`src/rtl/sd_frame_pkg.sv`:
```
// Shared constants and FSM state encoding for the SD frame packer.
package sd_frame_pkg;

  localparam int FRAME_W        = 640;
  localparam int FRAME_H        = 480;
  localparam int FRAME_BYTES    = FRAME_W * FRAME_H;
  localparam int BYTES_PER_WORD = 4;

  typedef enum logic [1:0] {
    S_FILL  = 2'd0,
    S_FLUSH = 2'd1,
    S_DRAIN = 2'd2,
    S_DONE  = 2'd3
  } state_e;

endpackage

```
`src/rtl/sd_frame_packer_if.sv`:
```
// Word write port from the packer to the frame-buffer BRAM arbiter.
interface sd_frame_packer_if #(
  parameter int ADDR_W = 17
) ();
  logic [ADDR_W-1:0] out_addr;
  logic [31:0]       out_data;
  logic              out_valid;
  logic              out_ready;

  modport master (output out_addr, output out_data, output out_valid, input out_ready);
  modport slave  (input out_addr, input out_data, input out_valid, output out_ready);
endinterface

```
`src/rtl/sd_word_fifo.sv`:
```
// Small synchronous FIFO; a push into a full FIFO is accepted when a pop happens in the same cycle.
module sd_word_fifo #(
  parameter int DEPTH = 4,
  parameter int WIDTH = 49
) (
  input  logic             clk,
  input  logic             rst,
  input  logic             clear,
  input  logic             push,
  input  logic             pop,
  input  logic [WIDTH-1:0] din,
  output logic [WIDTH-1:0] dout,
  output logic             full,
  output logic             empty
);
  localparam int PTR_W = $clog2(DEPTH);
  localparam logic [PTR_W:0] FULL_CNT = (PTR_W+1)'(DEPTH);

  logic [WIDTH-1:0] mem_q [DEPTH];
  logic [PTR_W-1:0] wr_ptr_q, rd_ptr_q;
  logic [PTR_W:0]   count_q;
  logic             do_push, do_pop;

  assign empty   = (count_q == '0);
  assign full    = (count_q == FULL_CNT);
  assign do_pop  = pop && !empty;
  assign do_push = push && (!full || do_pop);
  assign dout    = mem_q[rd_ptr_q];

  always_ff @(posedge clk) begin
    if (rst || clear) begin
      wr_ptr_q <= '0;
      rd_ptr_q <= '0;
      count_q  <= '0;
    end else begin
      if (do_push) begin
        mem_q[wr_ptr_q] <= din;
        wr_ptr_q        <= wr_ptr_q + PTR_W'(1);
      end
      if (do_pop) rd_ptr_q <= rd_ptr_q + PTR_W'(1);
      case ({do_push, do_pop})
        2'b10:   count_q <= count_q + (PTR_W+1)'(1);
        2'b01:   count_q <= count_q - (PTR_W+1)'(1);
        default: count_q <= count_q;
      endcase
    end
  end
endmodule

```
`src/rtl/sd_frame_packer.sv`:
```
// Packs the reader's byte stream little-endian into addressed 32-bit words for the BRAM arbiter.
// state   | meaning
// S_FILL  | accepting bytes
// S_FLUSH | pushing the zero-padded partial word
// S_DRAIN | waiting for the word FIFO to empty
// S_DONE  | frame written, idle until restart
module sd_frame_packer
  import sd_frame_pkg::*;
#(
  parameter int FRAME_BYTES = sd_frame_pkg::FRAME_BYTES,
  parameter int ADDR_W      = 17,
  parameter int BASE_ADDR   = 0,
  parameter int FIFO_DEPTH  = 4
) (
  input  logic                 clk,
  input  logic                 rst,
  input  logic                 in_we,
  input  logic [7:0]           in_data,
  input  logic                 in_frame_done,
  input  logic                 restart,
  sd_frame_packer_if.master    wr,
  output logic                 frame_ready,
  output logic [18:0]          byte_count,
  output logic                 overflow,
  output logic                 size_error
);
  localparam int                LANE_W    = $clog2(BYTES_PER_WORD);
  localparam logic [LANE_W-1:0] LAST_LANE = LANE_W'(BYTES_PER_WORD - 1);
  localparam logic [18:0]       FRAME_LEN = 19'(FRAME_BYTES);
  localparam logic [ADDR_W-1:0] ADDR_RST  = ADDR_W'(BASE_ADDR);

  state_e              state_q, state_d;
  logic [LANE_W-1:0]   lane_q, lane_d, lane_next;
  logic [31:0]         asm_q, asm_d;
  logic                pend_q, pend_d;
  logic [18:0]         count_q, count_d, count_next;
  logic [ADDR_W-1:0]   addr_q, addr_d;
  logic                ovf_q, ovf_d, serr_q, serr_d, fr_q, fr_d;
  logic                accept, push, pop, frame_end, fifo_full, fifo_empty;
  logic [ADDR_W+31:0]  fifo_dout;

  always_ff @(posedge clk) begin
    if (rst) state_q <= S_FILL;
    else     state_q <= state_d;
  end

  always_comb begin
    state_d = state_q;
    if (restart) begin
      state_d = S_FILL;
    end else begin
      case (state_q)
        S_FILL:  if (in_frame_done) state_d = (lane_next != '0) ? S_FLUSH : S_DRAIN;
        S_FLUSH: state_d = S_DRAIN;
        S_DRAIN: if (fifo_empty && !pend_q) state_d = S_DONE;
        default: state_d = state_q;
      endcase
    end
  end

  always_comb begin
    accept     = (state_q == S_FILL) && in_we && !restart && (count_q != FRAME_LEN);
    lane_next  = lane_q + LANE_W'(accept);
    count_next = count_q + 19'(accept);
    frame_end  = (state_q == S_FILL) && in_frame_done && !restart;
    push       = (pend_q || (state_q == S_FLUSH)) && !restart;
    pop        = !fifo_empty && wr.out_ready;
  end

  // A push clears the lanes first so a byte arriving in the same cycle lands in a fresh word.
  always_comb begin
    lane_d  = lane_q;
    asm_d   = asm_q;
    pend_d  = 1'b0;
    count_d = count_q;
    addr_d  = addr_q;
    ovf_d   = ovf_q;
    serr_d  = serr_q;
    fr_d    = 1'b0;
    if (restart) begin
      lane_d  = '0;
      asm_d   = '0;
      count_d = '0;
      addr_d  = ADDR_RST;
      ovf_d   = 1'b0;
      serr_d  = 1'b0;
    end else begin
      if (push) begin
        asm_d  = '0;
        addr_d = addr_q + ADDR_W'(1);
        if (fifo_full && !pop) ovf_d = 1'b1;
      end
      if (state_q == S_FLUSH) lane_d = '0;
      if (accept) begin
        asm_d[{lane_q, 3'b000} +: 8] = in_data;
        lane_d  = lane_next;
        count_d = count_next;
        pend_d  = (lane_q == LAST_LANE);
      end
      if ((state_q == S_FILL) && in_we && (count_q == FRAME_LEN)) serr_d = 1'b1;
      if (frame_end && (count_next != FRAME_LEN)) serr_d = 1'b1;
      if ((state_q == S_DRAIN) && (state_d == S_DONE)) fr_d = 1'b1;
    end
  end

  always_ff @(posedge clk) begin
    if (rst) begin
      lane_q  <= '0;
      asm_q   <= '0;
      pend_q  <= 1'b0;
      count_q <= '0;
      addr_q  <= ADDR_RST;
      ovf_q   <= 1'b0;
      serr_q  <= 1'b0;
      fr_q    <= 1'b0;
    end else begin
      lane_q  <= lane_d;
      asm_q   <= asm_d;
      pend_q  <= pend_d;
      count_q <= count_d;
      addr_q  <= addr_d;
      ovf_q   <= ovf_d;
      serr_q  <= serr_d;
      fr_q    <= fr_d;
    end
  end

  sd_word_fifo #(
    .DEPTH (FIFO_DEPTH),
    .WIDTH (ADDR_W + 32)
  ) u_fifo (
    .clk   (clk),
    .rst   (rst),
    .clear (restart),
    .push  (push),
    .pop   (pop),
    .din   ({addr_q, asm_q}),
    .dout  (fifo_dout),
    .full  (fifo_full),
    .empty (fifo_empty)
  );

  assign wr.out_valid = !fifo_empty;
  assign wr.out_data  = fifo_empty ? 32'd0 : fifo_dout[31:0];
  assign wr.out_addr  = fifo_empty ? ADDR_RST : fifo_dout[ADDR_W+31:32];
  assign frame_ready  = fr_q;
  assign byte_count   = count_q;
  assign overflow     = ovf_q;
  assign size_error   = serr_q;
endmodule
```
`src/flat_wrapper.sv`:
```
// flat-port wrapper written by rule: the top's interface ports become plain ports
module sd_frame_packer_flat import sd_frame_pkg::*;
#(
  parameter int FRAME_BYTES = sd_frame_pkg::FRAME_BYTES,
  parameter int ADDR_W      = 17,
  parameter int BASE_ADDR   = 0,
  parameter int FIFO_DEPTH  = 4
)
  (clk, rst, in_we, in_data, in_frame_done, restart, frame_ready, byte_count, overflow, size_error, wr_out_addr, wr_out_data, wr_out_valid, wr_out_ready);
  sd_frame_packer_if #(.ADDR_W(ADDR_W)) wr_i ();
  input  logic clk;
  input  logic rst;
  input  logic in_we;
  input  logic [7:0] in_data;
  input  logic in_frame_done;
  input  logic restart;
  output logic frame_ready;
  output logic [18:0] byte_count;
  output logic overflow;
  output logic size_error;
  output wire logic [$bits(wr_i.out_addr)-1:0] wr_out_addr;
  output wire logic [$bits(wr_i.out_data)-1:0] wr_out_data;
  output wire logic [$bits(wr_i.out_valid)-1:0] wr_out_valid;
  input wire logic [$bits(wr_i.out_ready)-1:0] wr_out_ready;
  assign wr_out_addr = wr_i.out_addr;
  assign wr_out_data = wr_i.out_data;
  assign wr_out_valid = wr_i.out_valid;
  assign wr_i.out_ready = wr_out_ready;
  sd_frame_packer #(.FRAME_BYTES(FRAME_BYTES), .ADDR_W(ADDR_W), .BASE_ADDR(BASE_ADDR), .FIFO_DEPTH(FIFO_DEPTH)) u_core (.clk(clk), .rst(rst), .in_we(in_we), .in_data(in_data), .in_frame_done(in_frame_done), .restart(restart), .wr(wr_i), .frame_ready(frame_ready), .byte_count(byte_count), .overflow(overflow), .size_error(size_error));
endmodule
```
`config.mk`:
```
export PLATFORM = sky130hd
export DESIGN_NAME = sd_frame_packer_flat
export DESIGN_NICKNAME = d
export VERILOG_FILES = /design/src/rtl/sd_frame_pkg.sv /design/src/rtl/sd_frame_packer_if.sv /design/src/rtl/sd_word_fifo.sv /design/src/rtl/sd_frame_packer.sv /design/src/flat_wrapper.sv
export SDC_FILE = /design/constraint.sdc
export NUM_CORES = 1
export LEC_CHECK = 0
export CORE_ASPECT_RATIO = 1.4
export CORE_MARGIN = 3
export CORE_UTILIZATION = 40
export DETAILED_ROUTE_END_ITERATION = 12
export HOLD_SLACK_MARGIN = 0.08
export PLACE_DENSITY = 0.69
export SLEW_MARGIN = 20
export SYNTH_ARGS = -nofsm -noshare
export SYNTH_HDL_FRONTEND = slang
export SYNTH_SLANG_ARGS = --single-unit
```
`constraint.sdc`:
```
create_clock -name clk -period 3.67 [get_ports clk]
set_input_delay 0.9175 -clock clk [delete_from_list [all_inputs] [get_ports clk]]
set_output_delay 0.9175 -clock clk [all_outputs]
set_load 0.005 [all_outputs]
```
## Word level (Yosys, flattened, before mapping)

Memories as Yosys holds them, arrays and structs flattened. A register that Yosys moved wholly into a read port is not among the register bits.
Index checks and enable logic that the tools add are counted.

| word-level totals | value |
|---|---|
| bits in read-only memories | 0 |
| memories | 1 |
| register bits after elaboration | 83 |
| bits in writable memories | 196 |
| output and inout port bits | 72 |
| logic and storage cells | 87 |
| input port bits | 14 |
| bits in latches | 0 |

Memory list:

| memory | words | width | read ports | clocked after Yosys merged registers in | wr ports | line | text |
|---|---|---|---|---|---|---|---|
| u_core.u_fifo.mem_q | 4 | 49 | 1 | 1 | 1 | sd_word_fifo.sv:19 | `logic [WIDTH-1:0] mem_q [DEPTH];` |

| cells by class | value |
|---|---|
| magnitude comparators | 0 |
| shift operators | 2 |
| reduce and logical (&&, ||, !) cells | 31 |
| eq/ne operators | 10 |
| mux-type cells | 22 |
| $mul | 0 |
| add/sub/neg operators | 8 |
| divide/modulo/power cells | 0 |
| bitwise operators | 1 |

Operators by type and width:

| operator | number |
|---|---|
| 32-bit two-way mux | 4 |
| 19-bit != test, second input constant | 2 |
| 32-bit bitwise mux | 1 |
| 8-bit by 7-bit variable shift with 32-bit output, first input constant | 1 |
| 8-bit by 7-bit variable part select with 32-bit output | 1 |
| 19-bit by 1-bit adder with 19-bit output | 1 |
| 19-bit == test, second input constant | 1 |
| 17-bit by 1-bit adder with 17-bit output, second input constant | 1 |
| 17-bit two-way mux | 1 |
| 2-bit two-way mux | 8 |
| 1-bit logical AND | 14 |
| 2-bit == test, second input constant | 4 |
| 2-bit nonzero test | 4 |
| 5-bit negation with 7-bit output | 1 |
| 1-bit two-way mux | 6 |
| 2-bit one-hot mux with 3 select lines | 1 |
| 3-bit one-hot mux with 2 select lines | 1 |
| 1-bit logical NOT | 5 |
| 2-bit by 1-bit adder with 2-bit output, second input constant | 2 |
| 2-bit by 1-bit == test with 1-bit output, second input constant | 2 |
| 3-bit by 1-bit adder with 3-bit output, second input constant | 1 |
| 3-bit == test, second input constant | 1 |
| 3-bit logical NOT | 1 |
| 1-bit logical OR | 3 |
| other kinds (7) | 7 |

## Logic depth before layout (Yosys ltp)

| logic depth | value |
|---|---|
| depth in word-level cells | 13 |
| depth in mapped cells | 16 |
| gate-level depth less buffers | 12 |

## Hierarchy

From an unflattened synthesis, not the netlist that was laid out.

| unflattened totals | value |
|---|---|
| cell total of the unflattened synthesis | 790 |
| area total of the unflattened synthesis | 11494.8 sq um |

Modules (own cells, without submodules):

| module | seq. area each (sq um) | instances | area an instance (sq um) | cells each |
|---|---|---|---|---|
| sd_word_fifo | 6065.8 | 1 | 7654.8 | 323 |
| sd_frame_packer | 1521.5 | 1 | 3839.9 | 467 |

## Worst setup path before layout

OpenSTA, ideal clock, no wires.

| timing path | value |
|---|---|
| kind | input to register |
| start | input port in_we |
| end | register u_core.serr_q (netlist: u_core.size_error) |
| path buffers | 3 |
| stages on the path | 13 |
| arrival time | 3.735 ns |
| setup time | 0.120 ns |
| path slack | -0.185 ns |
| data required time | 3.550 ns |
| cells stage by stage | nand2_1 > a211oi_1 > clkbuf_1 > clkbuf_1 > ha_1 > ha_1 > and3_1 > buf_2 > xnor2_1 > nand4_1 > a211o_1 > or4_1 > o31a_1 |

| between the ends | value |
|---|---|
| cells in the longest elaborated chain, start to end | 7 |
| elaborated cells on any way between the ends | 9 |
| those cells by class | 1 x add/sub; 1 x eq/ne; 1 x mux; 6 x reduce/logical |

RTL lines:

| what | line | text |
|---|---|---|
| start: declaration | flat_wrapper.sv:13 | `input logic in_we;` |
| 1-bit logical AND * | sd_frame_packer.sv:62, sd_frame_packer.sv:100 |  |
| 1-bit logical AND (2 in a row) | sd_frame_packer.sv:62 | `accept = (state_q == S_FILL) && in_we && !restart && (count_q != FRAME_LEN);` |
| 19-bit by 1-bit adder with 19-bit output | sd_frame_packer.sv:64 | `count_next = count_q + 19'(accept);` |
| 19-bit != test | sd_frame_packer.sv:101 | `if (frame_end && (count_next != FRAME_LEN)) serr_d = 1'b1;` |
| 1-bit logical AND | sd_frame_packer.sv:101 |  |
| 1-bit two-way mux / 2-bit nonzero test (equally long branches) | - |  |
| end signal: assignment | sd_frame_packer.sv:123 | `serr_q <= serr_d;` |
| end: declaration | sd_frame_packer.sv:38 | `logic ovf_q, ovf_d, serr_q, serr_d, fr_q, fr_d;` |

Mark *: on every way between the ends. The rest lies on a longest branch, timed or not.
A chain may end at the register's enable or synchronous reset.

==> flow_summary.toml <==
[run_status]
outcome = "complete, no violations"

[power_and_ir_drop]
combPwrFrac_pct = 2.6
leakage_nw = 4.336
seqPwrFrac_pct = 55.0
sw_frac_of_total_pct = 19.89
p_per_area_nw_per_um2 = 444.0
p_clk_share_pct = 42.3
p_sw_w = 0.001219
max-vdd-ir-drop_v = 0.0002957
p_int_w = 0.004909

[timing]
max_freq_mhz = 291.6
setup_violations = 0
worst_slew_pin_slew_ns = 0.9533
hold_viol = 0
holdWs_ns = 0.4966
max-slew-margin-rel_pct = 36.31
fin_crit_ns = 3.430
finalCritPeriodShare_pct = 93.45
fin_skew_ns = 0.01768
rsz0062_at_grt = "no"
slew_violations = 0
tns_ns = 0
worst_slack_ns = 0.2402

[place]
gp_congestion = 0.8195
dp_hpwl_um = 15190
preCtsSetupSlack_ns = 0.02930
port_buffers = 85

[setup_path]
cp-end-kind = "output pin"
cp_cell_sequence = "buf_12 -> mux4_2 -> and2_1 -> clkdlybuf4s50_1"
cp_slowest_cell = "mux4_2"
cp.required_ns = 2.75
regToRegSetupSlack_ns = 0.30
cp_max_fo = 23
critPathMaxStageDelay_ns = 0.57
cp-start-kind = "register"
arrival_ns = 2.51
criticalPathCategory = "reg2out"

[floorplanning]
rows = 72
ios = 86
initial_utilization_pct = 40.95
die_x_um = 148.9
dieArea_um2 = 30690
core_area_um2 = 27930
floorplan.die.height_um = 206.1

[drt]
antenna_left = 0
vias_per_cell = 5.244
via_count = 6587
drcViolationCount = 0
wl_per_cell_um = 18.44
drt_iter0_markers = 407
drt_pass1_iterations = 4
routed_wl_um = 23170

[layout]
drive_gt1_share_pct = 16.25
insertedDiodeCount = 0
final_nets = 903
nFillCells = 2392
layout_commonest_cell = "edfxtp_1"
most-common-layout-cells = "edfxtp_1, clkdlybuf4s50_1, dfxtp_1"
syn_to_final_growth_pct = 20.69

[clocking]
post_cts_resized = 0
clock_path_buffers = 3
clk_latency_ns = 0.53
cts.htree.levels = 1
cts-root-buf = "clkbuf_16"
clock-sinks = 281
ctsHoldBuffers = 0
cts_inserted_buffers = 25
cts.clk_slew.worst_paths_ns = 0.07
cts_tree = "done"
cts_setup_buffers = 0

[yosys]
avgSynthCellArea_um2 = 15.01
synth_seq_cells = 281
synth_warnings = 0
ys_seq_area_share_pct = 66.34
synthArstFlopShare_pct = 0
synthCells = 762
synth_edf_count = 196
mappedNetlistArea_um2 = 11440
synth_ff_type = "edfxtp_1"
yosysUniqueCellTypes = 55
syn_nets = 797

[global_route]
grt_pass1_vias = 6700
grt_pass1_wl_um = 36750
track_usage_pct = 15.18
overflow = 0
antenna_found_initial = 0
grt_max_degree = 55

[flow_run]
cap_violations = 0

[min_path]
hold_class = "reg2reg"
[per-stage QoR]
step                      utilization, %  total power [W]  instances  area [um2]
after floorplan                        -         0.003529        762       11440
after global placement             46.50         0.003601       1211       12990
after detailed placement           46.50         0.003605       1211       12990
after CTS                          49.43         0.006188       1256       13800
after global routing               49.43         0.006325       1256       13800
final                              49.43         0.006128       1256       13800
[final cells by class]
| class | instances | area (um2) | share of cell area [%] |
|---|---|---|---|
| multi-input combinational | 428 | 3660 | 26.51 |
| tap | 370 | 462.9 | 3.354 |
| clock inverter | 18 | 173.9 | 1.260 |
| sequential | 281 | 7592 | 55.00 |
| clock buffer | 27 | 643.1 | 4.659 |
| timing repair buffer | 120 | 1226 | 8.883 |
| inverter | 12 | 45.04 | 0.3263 |
[registers in the layout, indices dropped and copies added (netlist names), 2 cells and up, named ones only]
name                    flops
u_core.u_fifo.rd_ptr_q      2
u_core.u_fifo.mem_q       196
u_core.lane_q               2
u_core.asm_q               32
u_core.addr_q              17
u_core.u_fifo.count_q       3
u_core.state_q              2
u_core.u_fifo.wr_ptr_q      2
u_core.byte_count          19
[critical path: cells and delay by family, from the launching register on]
family / cells / cell delay (ns)
buf+inv: 2 / 0.71
flops: 1 / 0.53
mux: 1 / 0.57
simple gates: 1 / 0.18
[synth_stat cells, types with 2 or more instances]
cell type | count | area [um2]
and4_1 | 5 | 43.79
a31oi_1 | 5 | 31.28
nor2_1 | 55 | 206.5
nand4_1 | 20 | 125.1
mux2i_1 | 2 | 20.02
nor3_1 | 9 | 45.04
or4_1 | 4 | 30.03
a211o_1 | 3 | 26.28
a32o_1 | 24 | 240.2
edfxtp_1 | 196 | 5886
nand3_1 | 20 | 100.1
and3b_1 | 2 | 17.52
dfxtp_1 | 85 | 1702
or2_2 | 2 | 12.51
nor4_1 | 2 | 12.51
clkbuf_1 | 29 | 108.9
buf_1 | 5 | 18.77
xnor2_1 | 13 | 113.9
and3_1 | 9 | 56.30
nand2_1 | 31 | 116.4
and2_1 | 55 | 344.1
a21oi_1 | 20 | 100.1
nor4b_1 | 3 | 26.28
or3_1 | 4 | 25.02
a21oi_2 | 3 | 26.28
clkbuf_2 | 2 | 10.01
a311oi_1 | 2 | 17.52
o21ai_0 | 8 | 40.04
inv_1 | 12 | 45.04
a211oi_1 | 4 | 30.03
nor2b_1 | 2 | 12.51
mux4_2 | 49 | 1104
o22ai_1 | 2 | 12.51
buf_2 | 5 | 25.02
xor2_1 | 29 | 254.0
nor3b_1 | 3 | 22.52
ha_1 | 20 | 250.2
[cell families (layout without fill, tap and decap cells)]
kind of cell	after synthesis	count (layout)	share of synthesized area (%)
xor+xnor	42	42	3.216
mux	51	51	9.824
compound gates	80	80	5.284
fa+ha+maj	21	21	2.363
simple gates	234	234	11.16
flops	281	281	66.34
buf+inv	53	177	1.816
[final timing paths]
kind	from	to	depth (start not counted)
setup reg to reg	u_core.byte_count[0]	u_core.size_error	10
setup / recovery	register	wr_out_addr[11]	4
hold reg to reg	u_core.overflow	u_core.overflow	2
hold / removal	u_core.overflow	u_core.overflow	2
[routing by layer]
| metal | part of all wire [%] | vias up | GRT usage, % | routed length [um] |
|---|---|---|---|---|
| met5 | 0 | - | 0 | 0 |
| met2 | 54 | 144 | 28.24 | 12560 |
| met3 | 5.0 | 23 | 2.720 | 1151 |
| li1 | - | 3132 | - | - |
| met4 | 1.5 | 0 | 3.762 | 339 |
| met1 | 39 | 3288 | 18.14 | 9115 |
[power groups by stage]
stage	clock [W]	combinational [W]	sequential, W
after detailed placement	0	0.000163	0.00344
after global placement	0	0.000160	0.00344
after CTS	0.00265	0.000163	0.00337
after floorplan	0	0.0000894	0.00344
final	0.00259	0.000161	0.00337
after global routing	0.00278	0.000177	0.00337
Power figures use the tool's default switching activity.
